===== config.mk =====
export PLATFORM = sky130hd
export DESIGN_NAME = mux4a2_cond_l1
export DESIGN_NICKNAME = d
export VERILOG_FILES = /design/src/rtl/mux4a2_cond_l1.sv
export SDC_FILE = /design/constraint.sdc
export NUM_CORES = 1
export LEC_CHECK = 0
export ABC_AREA = 1
export CAP_MARGIN = 20
export CORE_ASPECT_RATIO = 1.25
export CORE_MARGIN = 2
export CORE_UTILIZATION = 28
export DETAILED_ROUTE_END_ITERATION = 10
export GPL_TIMING_DRIVEN = 0
export PLACE_DENSITY_LB_ADDON = 0.25
export SLEW_MARGIN = 20
export SYNTH_ARGS = -nofsm -noshare
export SYNTH_HDL_FRONTEND = slang
export SYNTH_SLANG_ARGS = --single-unit

===== constraint.sdc =====
create_clock -name clk_2f -period 2.3 [get_ports clk_2f]
set_input_delay 0.345 -clock clk_2f [delete_from_list [all_inputs] [get_ports clk_2f]]
set_output_delay 0.345 -clock clk_2f [all_outputs]
set_load 0.05 [all_outputs]

===== src/rtl/mux4a2_cond_l1.sv =====
// Four-lane to two-lane byte interleaver running on the fast clock.
// Pair A carries lanes 0 then 1; pair B carries lanes 2 then 3.
module mux4a2_cond_l1 (
  input  logic       clk_2f,
  input  logic       reset,
  input  logic       valid0,
  input  logic       valid1,
  input  logic       valid2,
  input  logic       valid3,
  input  logic [7:0] data_in0,
  input  logic [7:0] data_in1,
  input  logic [7:0] data_in2,
  input  logic [7:0] data_in3,
  output logic       validout0,
  output logic       validout1,
  output logic [7:0] dataout0,
  output logic [7:0] dataout1,
  output logic       err_order
);

  logic            phase;
  logic [3:0][7:0] hold_d;
  logic [3:0]      hold_v;

  // phase 0 edges capture a new word and emit lanes 1/3 of the previous one;
  // phase 1 edges emit lanes 0/2. Bytes with a cleared valid are zeroed.
  always_ff @(posedge clk_2f) begin
    if (reset) begin
      phase     <= 1'b0;
      hold_d    <= '0;
      hold_v    <= '0;
      validout0 <= 1'b0;
      validout1 <= 1'b0;
      dataout0  <= 8'h00;
      dataout1  <= 8'h00;
      err_order <= 1'b0;
    end else begin
      phase <= ~phase;
      if (!phase) begin
        hold_d    <= {data_in3, data_in2, data_in1, data_in0};
        hold_v    <= {valid3, valid2, valid1, valid0};
        validout0 <= hold_v[1];
        validout1 <= hold_v[3];
        dataout0  <= hold_v[1] ? hold_d[1] : 8'h00;
        dataout1  <= hold_v[3] ? hold_d[3] : 8'h00;
        if ((valid1 & ~valid0) | (valid3 & ~valid2))
          err_order <= 1'b1;
      end else begin
        validout0 <= hold_v[0];
        validout1 <= hold_v[2];
        dataout0  <= hold_v[0] ? hold_d[0] : 8'h00;
        dataout1  <= hold_v[2] ? hold_d[2] : 8'h00;
      end
    end
  end

endmodule


* Yosys cells after proc, flatten, opt, wreduce, memory -nomap -nowiden
Cells that the tools add are included.
** Word-level totals
- Bits of input ports :: 38
- Flip-flop bits (word level) :: 56
- Logic and storage cells :: 26
** Operators by class
- Multiplexer cells :: 8
- Bitwise logic cells :: 6
- Reduce and logical (&&, ||, !) cells :: 1
** Operator list (count)
- $mux 8 :: 6
- $not 1->1 :: 3
- $and 1x1->1 :: 2
- $mux 1 :: 2
- $reduce_and 2->1 :: 1
- $or 1x1->1 :: 1

* Logic depth before layout (Yosys ltp)
Gate-level depths: netlist of run 1.
- Depth in word-level cells :: 4
- Mapped depth :: 6
- Gate-level depth less buffers :: 5

* Least setup slack after synthesis of run 1
OpenSTA, ideal clock, no wires.
- Path type :: register -> output
- From :: register err_order
- To :: output err_order
- Stages on the path, launching flop included :: 1
- Path slack :: 1352 ps
- Arrival time :: 603 ps
- Path through :: dfxtp_1
** RTL lines
- start, declared :: RTL line 18 : output logic err_order
- start signal, assigned :: RTL line 36 : err_order <= 1'b0;
- start signal, assigned :: RTL line 47 : err_order <= 1'b1;
No word-level cell between the ends.

* Final worst setup path of run 1
- From :: register dataout0[7]
- To :: output dataout0[7]
** RTL lines
- start, declared :: RTL line 16 : output logic [7:0] dataout0,
- start signal, assigned :: RTL line 44 : dataout0 <= hold_v[1] ? hold_d[1] : 8'h00;
- start signal, assigned :: RTL line 51 : dataout0 <= hold_v[0] ? hold_d[0] : 8'h00;
No word-level cell between the ends.

==> results.yml, run 1 <==
timing:
  post-route-period-util: 0.775
  drv_slew: 0
  tns_ns: 0
  fmax_mhz: 561
  fin_worst_skew_ns: 0.00328
  max-slew-margin-rel: 0.661
  fin_crit_ns: 1.78
  final-setup-viol-count: 0
  worst_pin_slew_ns: 0.507
  final-hold-violation-count: 0
  rsz0062_at_grt: "no"
yosys:
  syn_avg_cell_area_um2: 8.49
  ys_warn_count: 0
  synth_cells: 223
  synth_nets: 261
  synthesis.area_um2: 1890
  ys_seq_area_frac: 0.592
  ys_ff_latch: 56
  ys_types: 18
global_routing:
  overflow: 0
  grt_pass1_vias: 1533
  antenna_found_initial: 0
  grt_max_degree: 16
  grt_pass1_wl_um: 6920
  grt_use_total: 0.122
critical_path:
  crit_path_max_fanout: 1
  worstSetupEndpoint: "dataout0[7]"
  timing.rr.end: "hold_d[11]"
  critPathLaunchType: "flop"
  cp_slowest_stage_delay_ns: 0.80
  worstPathArrival_ns: 1.44
  crit_chain: "clkdlybuf4s50_1"
  cpMaxStageDelayCell: "clkdlybuf4s50_1"
  worst-setup-path-type: "flop to output port"
  crit_buf_inv: 1
  required_ns: 1.96
  setup.worst_path.start: "dataout0[7]"
  path_depth: 1
  r2r_cells: 3
  ff2ff_setup_slack_ns: 1.14
  end_kind: "output port"
  crit_family: "buffers and inverters"
  r2r_start: "phase"
min_path:
  hold_class: "flop to flop"
  holdPathStages: 2
detailed_routing:
  routed_wl_um: 4090
  vias: 1527
  post-route-drc-count: 0
  wl_per_cell_um: 11.0
  drt_iter0_drc: 58
  ant_nets: 0
  dr.pass1.iters: 4
  vias_per_cell: 4.09
placement:
  post-place-cells: 366
  place_congestion: 0.701
  portBuffers: 56
  place_hpwl_um: 3010
  placed_cell_area_um2: 2560
power:
  power_frac_clock: 0.280
  power_density_nw_per_um2: 669
  netSwitchingPower_uw: 426
  seq_power_share: 0.590
  leakage_nw: 1.09
  p_comb_frac: 0.130
  vdd_drop_max_mv: 0.249
  p_sw_frac: 0.241
  cellInternalPower_mw: 1.34
cts:
  htreeDepth: 2
  cts_made_buffers: 5
  cts_hold_buf: 0
  cts_buffer_depth: 2
  cts.repair.resized: 0
  clkSlewWorstSetupHoldPaths_ns: 0.09
  cts_tree: "done"
  clk_latency_ns: 0.29
  post_cts_buffers: 0
  clkSinkCount: 56
  cts_root_buffer: "clkbuf_8"
die:
  die-area_um2: 7440
  rows: 33
  fp.dieW_um: 77.5
  die_y_um: 95.9
  pin_count: 57
  core_um2: 6570
  initial_utilization: 0.288
cells_and_area:
  area_delta_synth_final_pct: 39.5
  final_area_um2: 2640
  diodes: 0
  drive_gt1_frac: 0.0734
  ff_latch_area_um2: 1120
  fillers: 679
  layout.cells.non_filler: 373
  multi_input_area_um2: 591
  nNetsFinal: 324
run_status:
  status: "complete, no violations"
flow_run:
  max-cap-violations: 0
[worst min-delay path, stage by stage, from the launching register on]
cell,delay (ns)
dfxtp_1,0.32
nand2_1,0.06
nand2_1,0.04
[metrics by stage]
| step | power [mW] | setup WS [ns] | hold WS (ns) | util |
|---|---|---|---|---|
| 6_report | 1.77 | 0.519 | 0.446 | 0.402 |
| 5_1_grt | 1.86 | 0.452 | 0.463 | 0.402 |
| 4_1_cts | 1.79 | 0.503 | 0.450 | 0.402 |
| 3_5_place_dp | 1.30 | 0.543 | 0.433 | 0.390 |
| 3_3_place_gp | 1.30 | 0.564 | 0.428 | 0.390 |
| 2_1_floorplan | 1.18 | 1.35 | 0.414 | - |
[synth_stat cells]
cell type / n / area (um^2)
nand3_1: 17 / 85.1
buf_2: 1 / 5.00
nand2_1: 74 / 278
nor2_1: 1 / 3.75
buf_6: 6 / 67.6
o21ai_1: 14 / 70.1
dfxtp_1: 56 / 1120
a21oi_1: 1 / 5.00
inv_1: 22 / 82.6
o21ai_0: 20 / 100
clkbuf_1: 2 / 7.51
inv_2: 1 / 3.75
nor2_2: 1 / 6.26
buf_4: 2 / 15.0
nand2_2: 1 / 6.26
nand3b_1: 1 / 7.51
o21ai_2: 2 / 17.5
nand2_4: 1 / 11.3
[power groups by stage]
stage / Combinational [mW] / Sequential (mW) / Clock [mW]
after floorplan: 0.0927 / 1.09 / 0
final: 0.229 / 1.04 / 0.495
after global routing: 0.255 / 1.05 / 0.557
after CTS: 0.234 / 1.04 / 0.514
after global placement: 0.230 / 1.06 / 0
after detailed placement: 0.233 / 1.07 / 0
[cell families after synthesis]
logic type	count (synthesis)	share of synthesized area
AND/OR/NAND/NOR	96	0.210
AO/OA/AOI/OAI	37	0.102
buffers and inverters	34	0.0958
flip-flops	56	0.592
[how the worst min path moves through the flow]
stage / start / endpoint / slack [ns]
global placement: hold_d[23] / hold_d[23] / 0.43
floorplan: reset / hold_v[3] / 0.41
detailed placement: hold_d[18] / hold_d[18] / 0.43
finish: hold_d[21] / hold_d[21] / 0.45
global route: hold_d[23] / hold_d[23] / 0.46
CTS: hold_d[21] / hold_d[21] / 0.45
[layout by cell type, fill, tap and decap left out, types with 2 or more instances in the layout]
| cell type | Yosys | routed |
|---|---|---|
| o21ai_0 | 20 | 20 |
| inv_1 | 22 | 22 |
| clkbuf_1 | 2 | 3 |
| dfxtp_1 | 56 | 56 |
| o21ai_1 | 14 | 14 |
| o21ai_2 | 2 | 2 |
| nand2_1 | 74 | 74 |
| clkdlybuf4s50_1 | 0 | 56 |
| buf_4 | 2 | 2 |
| buf_6 | 6 | 6 |
| clkbuf_8 | 0 | 5 |
| nand3_1 | 17 | 17 |
[state kept, by name, indices dropped and copies added, names as in the netlist]
register   count
dataout0       8
err_order      1
validout0      1
hold_v         4
hold_d        32
phase          1
dataout1       8
validout1      1
[routing by layer]
metal | share of wire | track usage | vias up
met5 | 0 | 0 | -
met3 | 0.042 | 0.0300 | 5
met1 | 0.44 | 0.140 | 663
met2 | 0.50 | 0.214 | 39
li1 | - | - | 820
met4 | 0.019 | 0.0536 | 0
[area by class of cell]
class,count,area share
clock inverters,1,0.00190
clock buffers,6,0.0275
plain buffers,11,0.0360
flip-flops and latches,56,0.425
well taps,87,0.0412
repair buffers,56,0.212
multi-input cells,133,0.224
inverters,23,0.0327
(Power assumes the default switching activity.)
==> run 2: changes to the inputs <==
==> constraint.sdc (replaced) <==
create_clock -name clk_2f -period 1.8 [get_ports clk_2f]
set_input_delay 0.27 -clock clk_2f [delete_from_list [all_inputs] [get_ports clk_2f]]
set_output_delay 0.27 -clock clk_2f [all_outputs]
set_load 0.05 [all_outputs]
==> results of run 2 <==
The final DEF is identical to that of run 1. Status: complete, no violations.
Among the figures that moved: setup slack after placement 0.543 ns -> 0.118 ns; setup slack after layout 0.519 ns -> 0.0936 ns; register-to-register setup slack 1.14 ns -> 0.64 ns; total power 1.77 mW -> 2.26 mW; worst IR drop on VDD 0.249 mV -> 0.318 mV
